==> src/rtl/fpu_pkg.sv <==
// Shared definitions for the FPU result path: word layout, status encodings
// and the packed entry stored by the result FIFO.
package fpu_pkg;

   localparam int DATA_W = 32;
   localparam int EXP_W  = 10;
   localparam int MAN_W  = 21;
   localparam int STAT_W = 4;

   typedef enum logic [STAT_W-1:0] {
      ST_WAIT      = 4'b0000,
      ST_EXACT     = 4'b0001,
      ST_OVERFLOW  = 4'b0010,
      ST_UNDERFLOW = 4'b0100,
      ST_INEXACT   = 4'b1000
   } status_e;

   // Event counter index matches the status bit position
   localparam int BIT_EXACT = 0;
   localparam int BIT_OVF   = 1;
   localparam int BIT_UNF   = 2;
   localparam int BIT_INX   = 3;

   typedef struct packed {
      logic [STAT_W-1:0] status;
      logic [DATA_W-1:0] data;
   } entry_t;

endpackage

==> src/rtl/fpu_result_fifo.sv <==
// Result FIFO: unreset storage array, wrapping pointers, occupancy count and
// a registered read port with one-cycle latency.
module fpu_result_fifo
   import fpu_pkg::*;
#(
   parameter int DEPTH = 8
) (
   input  logic                   clock_100KHz,
   input  logic                   reset,
   input  logic                   clear,
   input  logic                   wr_en,
   input  logic                   rd_en,
   input  entry_t                 wr_entry,
   output entry_t                 rd_entry,
   output logic                   rd_valid,
   output logic                   empty,
   output logic                   full,
   output logic [$clog2(DEPTH):0] count
);

   localparam int PTR_W = $clog2(DEPTH);
   localparam int OCC_W = PTR_W + 1;

   entry_t           mem [DEPTH];
   logic [PTR_W-1:0] wr_ptr;
   logic [PTR_W-1:0] rd_ptr;
   logic             do_push;
   logic             do_pop;

   assign empty   = (count == '0);
   assign full    = (count == OCC_W'(DEPTH));
   // A pop frees the head slot in the same edge, so a full FIFO still accepts
   assign do_pop  = rd_en && !empty && !clear;
   assign do_push = wr_en && (!full || do_pop) && !clear;

   always_ff @(posedge clock_100KHz) begin
      if (do_push) mem[wr_ptr] <= wr_entry;
   end

   always_ff @(posedge clock_100KHz or negedge reset) begin
      if (!reset) begin
         wr_ptr   <= '0;
         rd_ptr   <= '0;
         count    <= '0;
         rd_entry <= '0;
         rd_valid <= 1'b0;
      end else begin
         rd_valid <= do_pop;
         if (clear) begin
            wr_ptr <= '0;
            rd_ptr <= '0;
            count  <= '0;
         end else begin
            if (do_push) wr_ptr <= wr_ptr + PTR_W'(1);
            if (do_pop) begin
               rd_ptr   <= rd_ptr + PTR_W'(1);
               rd_entry <= mem[rd_ptr];
            end
            case ({do_push, do_pop})
               2'b10:   count <= count + OCC_W'(1);
               2'b01:   count <= count - OCC_W'(1);
               default: count <= count;
            endcase
         end
      end
   end

endmodule

==> src/rtl/fpu_result_capture.sv <==
// Captures non-WAIT FPU results into a FIFO, counts status events with
// saturation and flags results lost to a full FIFO.
module fpu_result_capture
   import fpu_pkg::*;
#(
   parameter int DEPTH = 8,
   parameter int CNT_W = 8
) (
   input  logic                   clock_100KHz,
   input  logic                   reset,
   input  logic                   res_valid_in,
   input  logic [DATA_W-1:0]      data_in,
   input  logic [STAT_W-1:0]      status_in,
   input  logic                   clear_in,
   input  logic                   rd_en_in,
   output logic [DATA_W-1:0]      rd_data_out,
   output logic [STAT_W-1:0]      rd_status_out,
   output logic                   rd_valid_out,
   output logic                   empty_out,
   output logic                   full_out,
   output logic [$clog2(DEPTH):0] count_out,
   output logic [CNT_W-1:0]       cnt_exact_out,
   output logic [CNT_W-1:0]       cnt_ovf_out,
   output logic [CNT_W-1:0]       cnt_unf_out,
   output logic [CNT_W-1:0]       cnt_inx_out,
   output logic                   drop_out
);

   // Handshake: res_valid_in is a one-cycle qualifier with no backpressure;
   // rd_en_in pops only when not empty, and rd_valid_out marks the popped
   // word exactly one cycle later.
   logic             capture;
   logic             pop_ok;
   logic             fifo_empty;
   logic             fifo_full;
   entry_t           wr_entry;
   entry_t           rd_entry;
   logic [CNT_W-1:0] ev_cnt [STAT_W];

   assign capture  = res_valid_in && (status_in != ST_WAIT);
   assign pop_ok   = rd_en_in && !fifo_empty;
   assign wr_entry = '{status: status_in, data: data_in};

   fpu_result_fifo #(.DEPTH(DEPTH)) u_fifo (
      .clock_100KHz (clock_100KHz),
      .reset        (reset),
      .clear        (clear_in),
      .wr_en        (capture),
      .rd_en        (rd_en_in),
      .wr_entry     (wr_entry),
      .rd_entry     (rd_entry),
      .rd_valid     (rd_valid_out),
      .empty        (fifo_empty),
      .full         (fifo_full),
      .count        (count_out)
   );

   // Counters track every captured result, including ones the FIFO drops
   always_ff @(posedge clock_100KHz or negedge reset) begin
      if (!reset) begin
         for (int i = 0; i < STAT_W; i++) ev_cnt[i] <= '0;
         drop_out <= 1'b0;
      end else if (clear_in) begin
         for (int i = 0; i < STAT_W; i++) ev_cnt[i] <= '0;
         drop_out <= 1'b0;
      end else if (capture) begin
         for (int i = 0; i < STAT_W; i++) begin
            if (status_in[i] && (ev_cnt[i] != '1)) ev_cnt[i] <= ev_cnt[i] + CNT_W'(1);
         end
         if (fifo_full && !pop_ok) drop_out <= 1'b1;
      end
   end

   assign rd_data_out   = rd_entry.data;
   assign rd_status_out = rd_entry.status;
   assign empty_out     = fifo_empty;
   assign full_out      = fifo_full;
   assign cnt_exact_out = ev_cnt[BIT_EXACT];
   assign cnt_ovf_out   = ev_cnt[BIT_OVF];
   assign cnt_unf_out   = ev_cnt[BIT_UNF];
   assign cnt_inx_out   = ev_cnt[BIT_INX];

endmodule

==> config.mk <==
export PLATFORM = sky130hd
export DESIGN_NAME = fpu_result_capture
export DESIGN_NICKNAME = d
export VERILOG_FILES = /design/src/rtl/fpu_pkg.sv /design/src/rtl/fpu_result_fifo.sv /design/src/rtl/fpu_result_capture.sv
export SDC_FILE = /design/constraint.sdc
export NUM_CORES = 1
export LEC_CHECK = 0
export ABC_AREA = 0
export BUFFER_PORTS_ARGS = -buffer_cell sky130_fd_sc_hd__clkbuf_2
export CORE_UTILIZATION = 59
export CTS_CLUSTER_DIAMETER = 120
export DETAILED_ROUTE_END_ITERATION = 8
export HOLD_SLACK_MARGIN = 0.12
export MAX_ROUTING_LAYER = met4
export PLACE_DENSITY = 0.76
export REMOVE_ABC_BUFFERS = 1
export SLEW_MARGIN = 30
export SYNTH_ARGS = -nofsm -noshare
export SYNTH_HDL_FRONTEND = slang
export SYNTH_SLANG_ARGS = --single-unit
==> constraint.sdc <==
create_clock -name clock_100KHz -period 6.35 [get_ports clock_100KHz]
set_clock_uncertainty 0.15 [all_clocks]
set_input_delay 0.3175 -clock clock_100KHz [delete_from_list [all_inputs] [get_ports clock_100KHz]]
set_output_delay 0.3175 -clock clock_100KHz [all_outputs]
set_load 0.01 [all_outputs]
---- After elaboration in Yosys (flattened, before gate mapping) ----
Memory sizes are Yosys's and may differ from the RTL's. A register that Yosys moved wholly into a read port is not among the register bits.
Cells that the tools add are included.
storage, ports and cells
  output and inout port bits .............. 76
  bits in registers ....................... 44
  memories ................................ 1
  input bits .............................. 41
  RAM bits ................................ 288
operators by class
  bitwise gates (word level) .............. 1
  eq/ne operators ......................... 7
  mux-type cells .......................... 17
  reductions and logical operators ........ 33
  add/subtract/negate cells ............... 8
memories
  name        words  width  read ports  clocked after Yosys merged registers in  wr ports  RTL line               source
  u_fifo.mem  8      36     1           1                                        1         fpu_result_fifo.sv:24  entry_t mem [DEPTH];
operator list
  kind                   number
  $mux W32               2
  $add A8 B1 Y8 const B  4
  $mux W8                4
  $ne A8 B8 Y1 const B   4
  $reduce_bool A2 Y1     8
  $mux W3                4
  $reduce_and A2 Y1      6
  $logic_and A1 B1 Y1    10
  $pmux W4 S2            1
  $add A3 B1 Y3 const B  2
  $logic_not A1 Y1       5
  $mux W1                5
  $add A4 B1 Y4 const B  1
  $eq A4 B4 Y1 const B   1
  $logic_not A4 Y1       1
  $mux W4                1
  $reduce_bool A4 Y1     1
  $sub A4 B1 Y4 const B  1
  $reduce_bool A3 Y1     1
  $eq A2 B1 Y1 const B   1
  $eq A2 B2 Y1 const B   1
  $logic_or A1 B1 Y1     1
  $not A1 Y1             1

---- Longest topological paths before layout ----
  depth in word-level cells ............... 10
  depth in mapped cells ................... 8

---- Hierarchy ----
A second synthesis with hierarchy kept.
second synthesis, totals
  cells, all modules ...................... 793
  area total of the unflattened synthesis .. 14,512.7 sq um
by module, submodules not included
  module              times used  sequential area each (sq um)  area an instance (sq um)  cells each
  fpu_result_fifo     1           9,824.4                       12,761.0                  617
  fpu_result_capture  1           825.8                         1,751.7                   176

---- Worst setup path after synthesis ----
OpenSTA, ideal clock, no wires.
  kind .................................... register to register
  start ................................... register u_fifo.count[0]
  end ..................................... memory u_fifo.mem[0][0] (netlist bit), enable pin
  cell stages (with the launch flop) ...... 5
  data required time ...................... 5.681 ns
  setup time .............................. 0.519 ns
  clock period less this slack ............ 5.304 ns
  arrival time ............................ 4.635 ns
  path buffers ............................ 0
  setup slack ............................. 1.046 ns
  path through ............................ dfrtp_1 o41ai_4 nor2_1 o21ai_0 nor4_1
on the way
  longest elaborated chain between the ends .. 9
ends and longest elaborated chain
  element                                RTL line               source
  from (decl)                            fpu_result_fifo.sv:18  output logic [$clog2(DEPTH):0] count
  from (signal assigned)                 fpu_result_fifo.sv:60  2'b10: count <= count + OCC_W'(1);
  from (signal assigned)                 fpu_result_fifo.sv:61  2'b01: count <= count - OCC_W'(1);
  from (signal assigned)                 fpu_result_fifo.sv:62  default: count <= count;
  $logic_not A4 Y1                       fpu_result_fifo.sv:30  assign empty = (count == '0);
  $logic_not A1 Y1                       fpu_result_fifo.sv:33  assign do_pop = rd_en && !empty && !clear;
  $logic_and A1 B1 Y1 (2 in series)      fpu_result_fifo.sv:33
  $logic_or A1 B1 Y1 (*)                 fpu_result_fifo.sv:34  assign do_push = wr_en && (!full || do_pop) && !clear;
  $logic_and A1 B1 Y1 (*) (2 in series)  fpu_result_fifo.sv:34
  $mux W1 (*)                            fpu_result_fifo.sv:37  if (do_push) mem[wr_ptr] <= wr_entry;
  $mux W1 (not written as such) (*)      fpu_result_fifo.sv:37
  to (decl)                              fpu_result_fifo.sv:24
Every way passes the cells marked *; elsewhere a longest branch is shown, timed or not.

---- Worst setup path in the final report ----
  start ................................... register u_fifo.count[0]
  end ..................................... memory u_fifo.mem[5][17] (netlist bit), enable pin
Same word-level chain as after synthesis.

==> out/results.tsv <==
stage	metric	value	unit
clock_tree	numCtsBuffers	37	
floorplan	start_util	60.8	%
yosys	synthArstFlopShare	21.7	%
placed_design	place.gp.congestion	0.820	
sta	maxSlewViolCount	0	
sta	period_minus_slack	3.78	ns
grt	antenna_found_initial	2	
grt	grt_pass1_wl	46400	um
critical_path	start_kind	flop	
sta	rsz0062_at_grt	no	
yosys	yosysWarnings	0	
sta	hold_viol_final	0	
clock_tree	clk_pin_slew	0.06	ns
run	maxCapViolCount	0	
yosys	synth_edf_count	288	
drt	routed_wirelength	30000	um
clock_tree	cts-root-buf	clkbuf_16	
power_and_ir_drop	sw_frac_of_total	25.8	%
grt	grt_use_met1	34.0	%
critical_path	cp-end-kind	flop	
placed_design	place.port_buffers	116	
floorplan	die_x	158	um
critical_path	worstPathArrival	3.78	ns
sta	fin_crit_sh	59.5	%
power_and_ir_drop	power_frac_comb	17.0	%
power_and_ir_drop	p_int	4.42	mW
placed_design	placedCellCount	1200	
power_and_ir_drop	max-vdd-ir-drop	0.227	mV
status	outcome	complete, no violations	
drt	dr.pass1.iters	5	
clock_tree	tritoncts	built	
power_and_ir_drop	p_switching	1.54	mW
grt	grt_pass1_vias	8150	
finish	final_cell_mix	edfxtp_1 (288), clkbuf_2 (114), dfrtp_1 (77)	
power_and_ir_drop	pwr-share-clk	33.4	%
drt	ant_nets	0	
finish	final_cell_count_no_fill	1308	
clock_tree	cts_buffer_depth	3	
critical_path	crit_path_max_fanout	77	
drt	via_per_inst	6.04	
finish	drive_above_1_share	27.6	%
power_and_ir_drop	p_leak	5.95	nW
clock_tree	hold_buffers	39	
clock_tree	cts-resized-gates	0	
yosys	synth-main-ff-cell	edfxtp_1	
grt	gr-usage-met3	4.49	%
floorplan	core_region_area	23800	sq um
sta	worst_pin_slew	0.917	ns
yosys	synthDistinctLibCells	49	
sta	setup_viol	0	
power_and_ir_drop	seqPwrFrac	49.6	%
finish	fillers	1432	
floorplan	io_pins	117	
finish	syn_to_final_growth	18.1	%
drt	wire_per_inst	22.9	um
power_and_ir_drop	p_per_area	350	nW/um^2
power_and_ir_drop	power	5.96	mW
drt	drtIter0Drc	714	
finish	final_core_util	71.7	%
clock_tree	clkSinkCount	368	
clock_tree	h-tree-depth	2	
floorplan	core.rowCount	56	
finish	final_common_cell	edfxtp_1	
finish	nNetsFinal	1009	
grt	grt_usage	26.1	%
worst_hold_path	hp-class	in2async	
grt	grt_util_met2	42.8	%
floorplan	chipHeight	158	um
critical_path	worstSetupPathType	reg2reg	
yosys	synth-seq-cells	368	
yosys	syn_inst	784	
floorplan	die-area	25100	sq um
sta	fmax	265	MHz
drt	vias	7899	
drt	drc	0	
grt	grt.busiest_layer	met2	
clock_tree	cts_setup_buffers	0	
grt	grt_overflow_total	0	
placed_design	dp_hpwl	17000	um
clock_tree	insertion_delay	0.53	ns
critical_path	cp.required	6.36	ns
yosys	synth_area	14400	sq um
yosys	avgSynthCellArea	18.4	sq um
grt	grt_max_degree	78	
sta	slew_headroom	38.9	%
yosys	seq_area_frac_synth	73.8	%
==> worst paths after layout <==
check | startpoint | end | slack [ns] | cells after the start
setup / recovery | u_fifo.count[0] | u_fifo.mem[5][17] | 2.57 | 6
hold / removal | reset | u_fifo.rd_entry[26] | 0.17 | 2
setup reg to reg | u_fifo.count[0] | u_fifo.mem[5][17] | 2.57 | 6
hold reg to reg | drop_out | drop_out | 0.35 | 2
max in group asynchronous | reset | u_fifo.rd_ptr[0] | 4.79 | 3
min in group clock_100KHz | clear_in | cnt_exact_out[1] | 0.28 | 2
==> metrics by stage <==
step / setup TNS (ns) / cell area (sq um) / setup WS [ns] / hold slack, ns
6_report: 0 / 17000 / 2.57 / 0.166
5_1_grt: 0 / 17000 / 2.30 / 0.207
4_1_cts: 0 / 17000 / 2.52 / 0.165
3_5_place_dp: 0 / 15600 / 2.25 / 0.163
3_3_place_gp: 0 / 15400 / 2.44 / 0.156
2_1_floorplan: -197.40 / 14300 / -1.65 / -0.128
==> area by class of cell <==
class                           count  area [sq um]  area share (%)
Sequential cell                   368         10700            62.6
Multi-Input combinational cell    375          3670            21.5
Timing Repair Buffer              172          1200            7.05
Clock buffer                       54          1000            5.87
Tap cell                          319           399            2.34
Clock inverter                     13          90.1           0.529
Inverter                            5          18.8           0.110
Antenna cell                        2          5.00          0.0294
==> critical path, cell delays in order (launching register included) <==
cell	delay, ns
dfrtp_1	0.54
o41ai_4	0.21
nor2_4	0.11
buf_4	0.64
o21ai_0	0.44
nor3_2	0.76
buf_4	0.53
==> synth_stat cells (all sizes together), types with 2 or more instances <==
cell | n | share of area [%]
nor2b | 2 | 0.087
a211oi | 3 | 0.16
and2 | 3 | 0.15
mux4 | 72 | 11
nor2 | 70 | 1.8
o31ai | 5 | 0.26
nand3 | 7 | 0.24
or3 | 8 | 0.35
xor2 | 6 | 0.36
inv | 5 | 0.13
clkbuf | 21 | 0.55
ha | 8 | 0.69
buf | 15 | 0.50
nand2 | 16 | 0.42
mux2i | 44 | 3.1
o211ai | 2 | 0.10
edfxtp | 288 | 60
a21o | 4 | 0.21
o21ai | 10 | 0.35
nand4 | 4 | 0.17
nor3 | 9 | 0.31
and3 | 5 | 0.22
mux2 | 4 | 0.39
nand2b | 5 | 0.22
nor4 | 5 | 0.22
a2111oi | 3 | 0.19
xnor2 | 9 | 0.55
and4 | 3 | 0.18
or4 | 4 | 0.21
dfrtp | 80 | 14
a21oi | 50 | 1.7
==> cell families after synthesis <==
family,Yosys count,share of synthesized area (%)
compound gates,86,3.80
simple gates,145,4.81
xor+xnor,15,0.910
buf+inv,41,1.18
mux,120,14.7
fa+ha+maj,9,0.832
flops,368,73.8
==> layer usage <==
| metal | vias up | routed length (um) |
|---|---|---|
| met3 | 50 | 1910 |
| li1 | 3469 | - |
| met1 | 4047 | 12200 |
| met4 | 0 | 531 |
| met5 | - | 0 |
| met2 | 333 | 15400 |
==> registers in the layout, summed over array words and instances, names as in the netlist <==
| name | count |
|---|---|
| cnt_inx_out | 8 |
| u_fifo.count | 4 |
| u_fifo.rd_ptr | 3 |
| cnt_exact_out | 8 |
| u_fifo.mem | 288 |
| u_fifo.rd_entry | 36 |
| cnt_ovf_out | 8 |
| cnt_unf_out | 8 |
| drop_out | 1 |
| u_fifo.wr_ptr | 3 |
| u_fifo.rd_valid | 1 |
==> power groups by stage <==
stage	Combinational [mW]	Sequential, mW	Clock (mW)
6_report	1.01	2.96	1.99
4_1_cts	1.03	2.97	2.03
5_1_grt	1.11	2.99	2.12
3_3_place_gp	0.963	3.00	0
3_5_place_dp	0.994	3.01	0
2_1_floorplan	0.584	3.08	0
No activity file was read; power rests on OpenSTA's default activity.
